--- src/rtl/uart_pkg.sv ---
// Shared types and constants for the UART word transmitter and its byte serialiser.
package uart_pkg;

  localparam int UART_DATA_BITS = 8;

  typedef enum logic [2:0] {
    ST_IDLE,
    ST_START,
    ST_DATA,
    ST_STOP,
    ST_GAP
  } uart_state_e;

  typedef enum logic [1:0] {
    WS_IDLE,
    WS_SEND,
    WS_GAP
  } word_state_e;

  function automatic int cnt_width(input int n);
    return (n <= 2) ? 1 : $clog2(n);
  endfunction

endpackage

--- src/rtl/uart_bit_tx.sv ---
// Single-byte UART serialiser: start bit, 8 data bits LSB first, 1 or 2 stop bits.
module uart_bit_tx
  import uart_pkg::*;
#(
  parameter int CLKS_PER_BIT = 87,
  parameter int STOP_BITS    = 1
) (
  input  logic       clk,
  input  logic       rst,
  input  logic       i_start,
  input  logic [7:0] i_byte,
  output logic       o_done,
  output logic       o_tx
);

  localparam int CW = cnt_width(CLKS_PER_BIT);
  localparam logic [CW-1:0] CNT_LAST  = CW'(CLKS_PER_BIT - 1);
  localparam logic [2:0]    BIT_LAST  = 3'(UART_DATA_BITS - 1);
  localparam logic          STOP_LAST = 1'(STOP_BITS - 1);

  uart_state_e   state_q, state_d;
  logic [CW-1:0] clk_cnt_q, clk_cnt_d;
  logic [2:0]    bit_cnt_q, bit_cnt_d;
  logic          stop_cnt_q, stop_cnt_d;
  logic [7:0]    shift_q, shift_d;
  logic          tx_q, tx_d;
  logic          bit_end;

  assign bit_end = (clk_cnt_q == CNT_LAST);

  // A start request in the final stop cycle chains straight into the next start bit.
  always_comb begin
    state_d    = state_q;
    clk_cnt_d  = clk_cnt_q;
    bit_cnt_d  = bit_cnt_q;
    stop_cnt_d = stop_cnt_q;
    shift_d    = shift_q;
    tx_d       = tx_q;
    o_done     = 1'b0;
    if (state_q != ST_IDLE) begin
      clk_cnt_d = bit_end ? '0 : clk_cnt_q + 1'b1;
    end
    case (state_q)
      ST_IDLE: begin
        if (i_start) begin
          state_d   = ST_START;
          shift_d   = i_byte;
          clk_cnt_d = '0;
          tx_d      = 1'b0;
        end
      end
      ST_START: begin
        if (bit_end) begin
          state_d   = ST_DATA;
          bit_cnt_d = '0;
          tx_d      = shift_q[0];
        end
      end
      ST_DATA: begin
        if (bit_end) begin
          if (bit_cnt_q == BIT_LAST) begin
            state_d    = ST_STOP;
            stop_cnt_d = 1'b0;
            tx_d       = 1'b1;
          end else begin
            bit_cnt_d = bit_cnt_q + 1'b1;
            shift_d   = shift_q >> 1;
            tx_d      = shift_q[1];
          end
        end
      end
      ST_STOP: begin
        if (bit_end) begin
          if (stop_cnt_q == STOP_LAST) begin
            o_done = 1'b1;
            if (i_start) begin
              state_d = ST_START;
              shift_d = i_byte;
              tx_d    = 1'b0;
            end else begin
              state_d = ST_IDLE;
              tx_d    = 1'b1;
            end
          end else begin
            stop_cnt_d = stop_cnt_q + 1'b1;
          end
        end
      end
      default: begin
        state_d = ST_IDLE;
        tx_d    = 1'b1;
      end
    endcase
  end

  always_ff @(posedge clk) begin
    if (rst) begin
      state_q    <= ST_IDLE;
      clk_cnt_q  <= '0;
      bit_cnt_q  <= '0;
      stop_cnt_q <= 1'b0;
      shift_q    <= '0;
      tx_q       <= 1'b1;
    end else begin
      state_q    <= state_d;
      clk_cnt_q  <= clk_cnt_d;
      bit_cnt_q  <= bit_cnt_d;
      stop_cnt_q <= stop_cnt_d;
      shift_q    <= shift_d;
      tx_q       <= tx_d;
    end
  end

  assign o_tx = tx_q;

endmodule

--- src/rtl/uart_word_tx.sv ---
// Multi-byte UART word transmitter: valid/ready word capture, byte sequencing,
// inter-byte gap timing and length clamping around a single-byte serialiser.
module uart_word_tx
  import uart_pkg::*;
#(
  parameter int CLKS_PER_BIT = 87,
  parameter int NUM_BYTES    = 8,
  parameter int MSB_FIRST    = 1,
  parameter int STOP_BITS    = 1,
  parameter int GAP_CLKS     = 0
) (
  input  logic                               clk,
  input  logic                               rst,
  input  logic [8*NUM_BYTES-1:0]             s_data,
  input  logic [$clog2(NUM_BYTES+1)-1:0]     s_len,
  input  logic                               s_valid,
  output logic                               s_ready,
  output logic                               busy,
  output logic                               done,
  output logic [$clog2(NUM_BYTES+1)-1:0]     byte_idx,
  output logic                               tx
);

  localparam int LW = $clog2(NUM_BYTES + 1);
  localparam int DW = UART_DATA_BITS * NUM_BYTES;
  localparam int GW = cnt_width(GAP_CLKS);
  localparam logic [LW-1:0] MAX_LEN = LW'(NUM_BYTES);

  function automatic logic [7:0] head_byte(input logic [DW-1:0] w);
    return (MSB_FIRST != 0) ? w[DW-1 -: 8] : w[7:0];
  endfunction

  function automatic logic [DW-1:0] drop_byte(input logic [DW-1:0] w);
    return (MSB_FIRST != 0) ? (w << 8) : (w >> 8);
  endfunction

  word_state_e   state_q, state_d;
  logic [DW-1:0] word_q, word_d;
  logic [LW-1:0] len_q, len_d;
  logic [LW-1:0] byte_idx_q, byte_idx_d;
  logic [GW-1:0] gap_cnt_q, gap_cnt_d;
  logic          done_q, done_d;
  logic [LW-1:0] len_clamped;
  logic [LW-1:0] next_idx;
  logic          bit_start;
  logic [7:0]    bit_byte;
  logic          bit_done;

  assign len_clamped = (s_len > MAX_LEN) ? MAX_LEN : s_len;
  assign next_idx    = byte_idx_q + 1'b1;

  // The first byte is taken straight from s_data so tx can fall on the cycle after accept;
  // word_q always holds the not-yet-sent bytes with the next one at its head.
  always_comb begin
    state_d    = state_q;
    word_d     = word_q;
    len_d      = len_q;
    byte_idx_d = byte_idx_q;
    gap_cnt_d  = gap_cnt_q;
    done_d     = 1'b0;
    bit_start  = 1'b0;
    bit_byte   = head_byte(word_q);
    case (state_q)
      WS_IDLE: begin
        if (s_valid) begin
          word_d     = drop_byte(s_data);
          len_d      = len_clamped;
          byte_idx_d = '0;
          if (len_clamped == '0) begin
            done_d = 1'b1;
          end else begin
            bit_start = 1'b1;
            bit_byte  = head_byte(s_data);
            state_d   = WS_SEND;
          end
        end
      end
      WS_SEND: begin
        if (bit_done) begin
          byte_idx_d = next_idx;
          if (next_idx < len_q) begin
            if (GAP_CLKS > 0) begin
              state_d   = WS_GAP;
              gap_cnt_d = '0;
            end else begin
              bit_start = 1'b1;
              word_d    = drop_byte(word_q);
            end
          end else begin
            state_d = WS_IDLE;
            done_d  = 1'b1;
          end
        end
      end
      WS_GAP: begin
        gap_cnt_d = gap_cnt_q + 1'b1;
        if (int'(gap_cnt_q) == GAP_CLKS - 1) begin
          bit_start = 1'b1;
          word_d    = drop_byte(word_q);
          state_d   = WS_SEND;
        end
      end
      default: state_d = WS_IDLE;
    endcase
  end

  always_ff @(posedge clk) begin
    if (rst) begin
      state_q    <= WS_IDLE;
      word_q     <= '0;
      len_q      <= '0;
      byte_idx_q <= '0;
      gap_cnt_q  <= '0;
      done_q     <= 1'b0;
    end else begin
      state_q    <= state_d;
      word_q     <= word_d;
      len_q      <= len_d;
      byte_idx_q <= byte_idx_d;
      gap_cnt_q  <= gap_cnt_d;
      done_q     <= done_d;
    end
  end

  uart_bit_tx #(
    .CLKS_PER_BIT (CLKS_PER_BIT),
    .STOP_BITS    (STOP_BITS)
  ) u_bit_tx (
    .clk     (clk),
    .rst     (rst),
    .i_start (bit_start),
    .i_byte  (bit_byte),
    .o_done  (bit_done),
    .o_tx    (tx)
  );

  assign s_ready  = (state_q == WS_IDLE);
  assign busy     = (state_q != WS_IDLE);
  assign done     = done_q;
  assign byte_idx = byte_idx_q;

endmodule

--- config.mk ---
export PLATFORM = sky130hd
export DESIGN_NAME = uart_word_tx
export DESIGN_NICKNAME = d
export VERILOG_FILES = /design/src/rtl/uart_pkg.sv /design/src/rtl/uart_bit_tx.sv /design/src/rtl/uart_word_tx.sv
export SDC_FILE = /design/constraint.sdc
export NUM_CORES = 1
export LEC_CHECK = 0
export ABC_AREA = 1
export CAP_MARGIN = 20
export CORE_ASPECT_RATIO = 0.9
export CORE_MARGIN = 8
export CORE_UTILIZATION = 35
export DETAILED_ROUTE_END_ITERATION = 10
export GPL_TIMING_DRIVEN = 0
export PLACE_DENSITY = 0.55
export SLEW_MARGIN = 10
export SYNTH_ARGS = -nofsm -noshare
export SYNTH_HDL_FRONTEND = slang
export SYNTH_SLANG_ARGS = --single-unit
--- constraint.sdc ---
create_clock -name clk -period 2.88 [get_ports clk]
set_input_delay 0.72 -clock clk [delete_from_list [all_inputs] [get_ports clk]]
set_output_delay 0.72 -clock clk [all_outputs]
set_load 0.1 [all_outputs]
# --- Word-level counts from Yosys, hierarchy flattened ---
# Cells that the tools add are included.
totals:
  input_bits: 71
  romBits: 0
  output_inout_bits: 8
  ram_bits: 0
  mem_count: 0
  wordCells: 119
  reg_bits: 98
  latchBits: 0
classes:
  n_div: 0
  multipliers: 0
  shift: 0
  add_sub_neg: 4
  order_cmp: 2
  mux: 64
  reduce_logical: 18
  n_bitwise: 1
  n_eq_ne: 19
op_table:
  columns: ["cell", "n"]
  rows:
  - ["$mux W64", 3]
  - ["$pmux W64 S2", 1]
  - ["$mux W8", 8]
  - ["$mux W7", 4]
  - ["$mux W3", 9]
  - ["$pmux W8 S3", 1]
  - ["$mux W1", 23]
  - ["$ne A2 B2 Y1 const B", 8]
  - ["$reduce_and A5 Y1", 3]
  - ["$mux W4", 3]
  - ["$pmux W3 S4", 1]
  - ["$reduce_and A4 Y1", 3]
  - ["$mux W2", 4]
  - ["$ne A2 B1 Y1 const B", 4]
  - ["$pmux W4 S2", 1]
  - ["$reduce_bool A2 Y1", 4]
  - ["$add A7 B1 Y7 const B", 1]
  - ["$eq A7 B7 Y1 const B", 1]
  - ["$eq A3 B2 Y1 const B", 2]
  - ["$pmux W1 S2", 3]
  - ["$pmux W2 S3", 1]
  - ["$pmux W3 S2", 1]
  - ["$reduce_and A6 Y1", 1]
  - ["$reduce_bool A3 Y1", 2]
  - ["16 further kinds", 16]

# --- Depth between registers and ports, before layout ---
logic_depth:
  depth_word: 10
  mapped_depth: 14
  mapped_depth_nobuf: 13

# --- By module ---
# Synthesis repeated with hierarchy kept, for this count alone.
unflattened:
  cells_unflattened: 755
  hier_area_um2: 4877.2
modules_own_cells:
  columns: ["mod", "cells_each", "seq_area_each_um2", "area_each_um2", "n_inst"]
  rows:
  - ["uart_word_tx", 577, 1321.3, 3651.0, 1]
  - ["uart_bit_tx", 178, 420.4, 1226.2, 1]

# --- Worst setup path before layout ---
# Ideal clock, no wire load.
synth_timing:
  path_type: "register -> register"
  startpoint: "register byte_idx_q[0] (netlist: byte_idx[0])"
  endpoint: "register word_q[55]"
  arrival_ps: 2644
  n_path_buf: 2
  path_stages_with_launch: 13
  slack_ps: 123
  period_less_slack_ps: 2757
  setup_time_ps: 113
  required_time_ps: 2767
  path_cell_list: "dfxtp_1 nand3_1 xnor2_1 ha_1 a21o_1 a21oi_2 inv_1 nand2_1 nand2_4 buf_6 buf_6 o21ai_1 nor2_1"
synth_between:
  elab_chain_cells: 4
synth_rtl:
  columns: ["item", "line", "rtl"]
  rows:
  - ["from (decl)", "uart_word_tx.sv:40", "logic [LW-1:0] byte_idx_q, byte_idx_d;"]
  - ["from (signal assigned)", "uart_word_tx.sv:119", "byte_idx_q <= byte_idx_d;"]
  - ["$add A4 B1 Y4", "uart_word_tx.sv:50", "assign next_idx = byte_idx_q + 1'b1;"]
  - ["$lt A4 B4 Y1", "uart_word_tx.sv:81", "if (next_idx < len_q) begin"]
  - ["$ne A2 B2 Y1 (no line)", null, null]
  - ["$reduce_and A4 Y1 (no line)", null, null]
  - ["to (signal assigned)", "uart_word_tx.sv:117", "word_q <= word_d;"]
  - ["to (decl)", "uart_word_tx.sv:38", "logic [DW-1:0] word_q, word_d;"]
# Every way passes these cells.
# A chain may end at the register's enable or synchronous reset.

# --- Worst setup path after layout ---
layout_timing:
  startpoint: "register state_q[0]"
  endpoint: "output port busy"
layout_between:
  elab_chain_cells: 1
layout_rtl:
  columns: ["item", "line", "rtl"]
  rows:
  - ["from (decl)", "uart_word_tx.sv:37", "word_state_e state_q, state_d;"]
  - ["from (signal assigned)", "uart_word_tx.sv:116", "state_q <= state_d;"]
  - ["$reduce_bool A2 Y1", "uart_word_tx.sv:138", "assign busy = (state_q != WS_IDLE);"]
  - ["to (decl)", "uart_word_tx.sv:18", "output logic busy,"]
# Every way passes these cells.

==> flow_metrics.tcl <==
set metrics [dict create \
    status "finished clean" \
    syn_area_um2 4340 \
    grt_pass1_wl_um 19500 \
    rows 38 \
    clkTransAtPathRegs_ns 0.06 \
    peakVddDrop_uv 278 \
    final_cells 911 \
    grt_use_total 0.147 \
    hold_class "flip-flop to flip-flop" \
    hold_ws_ns 0.459 \
    coreArea_um2 12100 \
    cts_setup_buffers 0 \
    synth.area.top_cells "dfxtp_1 (40%), nand2_1 (20%), nor2_1 (11%)" \
    via_per_inst 4.62 \
    slew_violations 0 \
    cap_violations 0 \
    cp_top_family "buffers and inverters" \
    r2r-start "byte_idx[0]" \
    async_reset_ff_frac 0 \
    rsz0062_at_grt "false" \
    slowest_stage "clkdlybuf4s50_1" \
    drtPass1Iterations 4 \
    worstSetupEndpointType "output pin" \
    ys_seq_area_frac 0.402 \
    synth_cells 659 \
    pin_count 79 \
    clk_path_buf_depth 2 \
    synth_fa_ha_area_frac 0.0346 \
    p_total_uw 3680 \
    power.internal_uw 2440 \
    yosys.area_share.simple 0.358 \
    synthFlopType "dfxtp_1" \
    die_w_um 133 \
    synth_top_area_cell "dfxtp_1" \
    hold_viol_final 0 \
    place_congestion 0.802 \
    p_leak_uw 0.00249 \
    comb_power_share 0.305 \
    ys.warnings.count 0 \
    nets 830 \
    startpoint "state_q[0]" \
    critPathRequiredTime_ns 2.16 \
    worstMarginPinSlew_ns 0.971 \
    startpoint_type "flip-flop" \
    hp-start "word_q[10]" \
    drc 0 \
    period_share 0.961 \
    drive_gt1_frac 0.0559 \
    die_y_um 122 \
    synthMuxAreaShare 0 \
    fin_util 0.462 \
    tritoncts "done" \
    path_buf_inv 1 \
    ant_nets 0 \
    holdBufCountCts 0 \
    clock_sinks 87 \
    hpwl_um 9020 \
    placedCellCount 896 \
    crit_type "flip-flop to output pin" \
    max_freq_ghz 0.361 \
    area_growth_pct 28.8 \
    via_count 4205 \
    grt_pass1_vias 4138 \
    seq_power_share 0.396 \
    drt-wirelength-per-cell_um 12.7 \
    antenna_cells 0 \
    p_sw_frac 0.336 \
    post-synth-top-area-fraction 0.402 \
    skew_ns 0.00617 \
    synth-seq-cells 87 \
    synth_top_family_by_area "simple AND/OR/NAND/NOR gates" \
    drt_iter0_markers 276 \
    synth-edff-count 0 \
    fin_area_um2 5590 \
    clk_latency_ns 0.34 \
    dieArea_um2 16200 \
    port_buffers 77 \
    p_per_area_nw_per_um2 658 \
    fin_crit_ns 2.77 \
    cp.arrival_ns 2.05 \
    placed_area_um2 5310 \
    syn_area_per_cell_um2 6.58 \
    crit_fanout 6 \
    grt_max_degree 13 \
    num-fill-cells 1325 \
    switchingPower_uw 1230 \
    wirelength_um 11600 \
    ctsRootBufferMaster "clkbuf_16" \
    relSlewSlack 0.351 \
    yosys-top-cells-count "nand2_1 (232), nor2_1 (123), dfxtp_1 (87), o21ai_0 (41), inv_1 (27)" \
    synthDistinctLibCells 33 \
    synth-xor-area-share 0.00606 \
    setup_viol 0 \
    cts_made_buffers 9 \
    initial_core_util 0.359 \
    synth_compound_area_frac 0.122 \
    htreeDepth 3 \
    syn_nets 742 \
    synth.most_common_cell "nand2_1" \
    antenna_found_initial 0 \
    clkPwrFrac 0.299 \
    slowest_delay_ns 1.21 \
    crit_chain "clkdlybuf4s50_1" \
    cts_resized 3 \
    grt_overflow_total 0 \
]
==> sequential cells by signal, indices dropped and copies added (netlist names) <==
name and cells:
word_q 56, u_bit_tx.shift_q 8, u_bit_tx.clk_cnt_q 7, byte_idx 4, len_q 4, u_bit_tx.bit_cnt_q 3, u_bit_tx.state_q 2, done 1
state_q 1, u_bit_tx.o_tx 1
==> final timing paths <==
| kind | end | slack, ns | cells after the start |
|---|---|---|---|
| min reg2reg | word_q[10] | 0.46 | 2 |
| max | busy | 0.11 | 1 |
| min | word_q[10] | 0.46 | 2 |
| max reg2reg | word_q[34] | 0.49 | 12 |
==> area by class of cell <==
class | count | area [µm²] | share of cell area
Multi-Input combinational cell | 505 | 2250 | 0.404
Sequential cell | 87 | 1740 | 0.312
Timing Repair Buffer | 77 | 772 | 0.138
Clock buffer | 15 | 278 | 0.0497
Buffer | 34 | 214 | 0.0383
Tap cell | 160 | 200 | 0.0358
Inverter | 33 | 125 | 0.0224
==> power by group through the flow <==
stage,clock network [µW],logic [µW],registers [µW]
after floorplan,0,762,1510
after global placement,0,1110,1480
after detailed placement,0,1130,1480
after CTS,1130,1130,1460
after global routing,1180,1290,1480
final,1100,1120,1460
==> logic make-up after synthesis <==
kind of cell | count (synthesis)
fa+ha+maj | 12
simple gates | 390
buf+inv | 67
flops | 87
xor+xnor | 3
compound gates | 100
==> worst reg2reg max path, stage by stage (launching register included) <==
cell and delay, ns:
dfxtp_1 0.45, ha_1 0.20, xor2_1 0.23, ha_1 0.28, nand2_1 0.06, inv_1 0.04, a21oi_2 0.21, inv_1 0.10
nand2_1 0.11, nand2_4 0.08, clkbuf_1 0.20, o21ai_0 0.25, nor2_1 0.07
==> stage by stage <==
step	setup WS (ns)	TNS, ns
2_1_floorplan	0.123	0
3_3_place_gp	-0.106	-0.106
3_5_place_dp	-0.0993	-0.0993
4_1_cts	0.0836	0
5_1_grt	0.0428	0
6_report	0.113	0
==> metal layers <==
metal	global-route usage	part of all wire	vias up
met5	0	0	-
met4	0.0420	0.0084	0
met3	0.0395	0.044	7
met2	0.252	0.47	71
met1	0.178	0.47	1876
li1	-	-	2251
==> placed cells by master (no fill, tap or decap), types with 2 or more instances in the layout <==
| cell type | Yosys | layout |
|---|---|---|
| nand2_2 | 2 | 2 |
| nand3_2 | 2 | 2 |
| clkbuf_1 | 21 | 24 |
| clkdlybuf4s50_1 | 0 | 76 |
| nor3_1 | 2 | 2 |
| buf_6 | 5 | 5 |
| dfxtp_1 | 87 | 87 |
| a22oi_1 | 3 | 3 |
| buf_2 | 2 | 2 |
| a211oi_1 | 3 | 3 |
| inv_1 | 27 | 27 |
| o21ai_1 | 26 | 26 |
| buf_8 | 4 | 4 |
| o21ai_0 | 41 | 41 |
| ha_1 | 12 | 12 |
| clkbuf_8 | 0 | 3 |
| clkbuf_16 | 0 | 9 |
| nor2_2 | 2 | 2 |
| nor2_1 | 123 | 123 |
| nand2_4 | 3 | 3 |
| xnor2_1 | 2 | 2 |
| nand3_1 | 21 | 21 |
| nand2_1 | 232 | 232 |
| inv_2 | 4 | 4 |
| a21oi_1 | 24 | 24 |
Note: power is estimated with default switching activity, not from simulation.
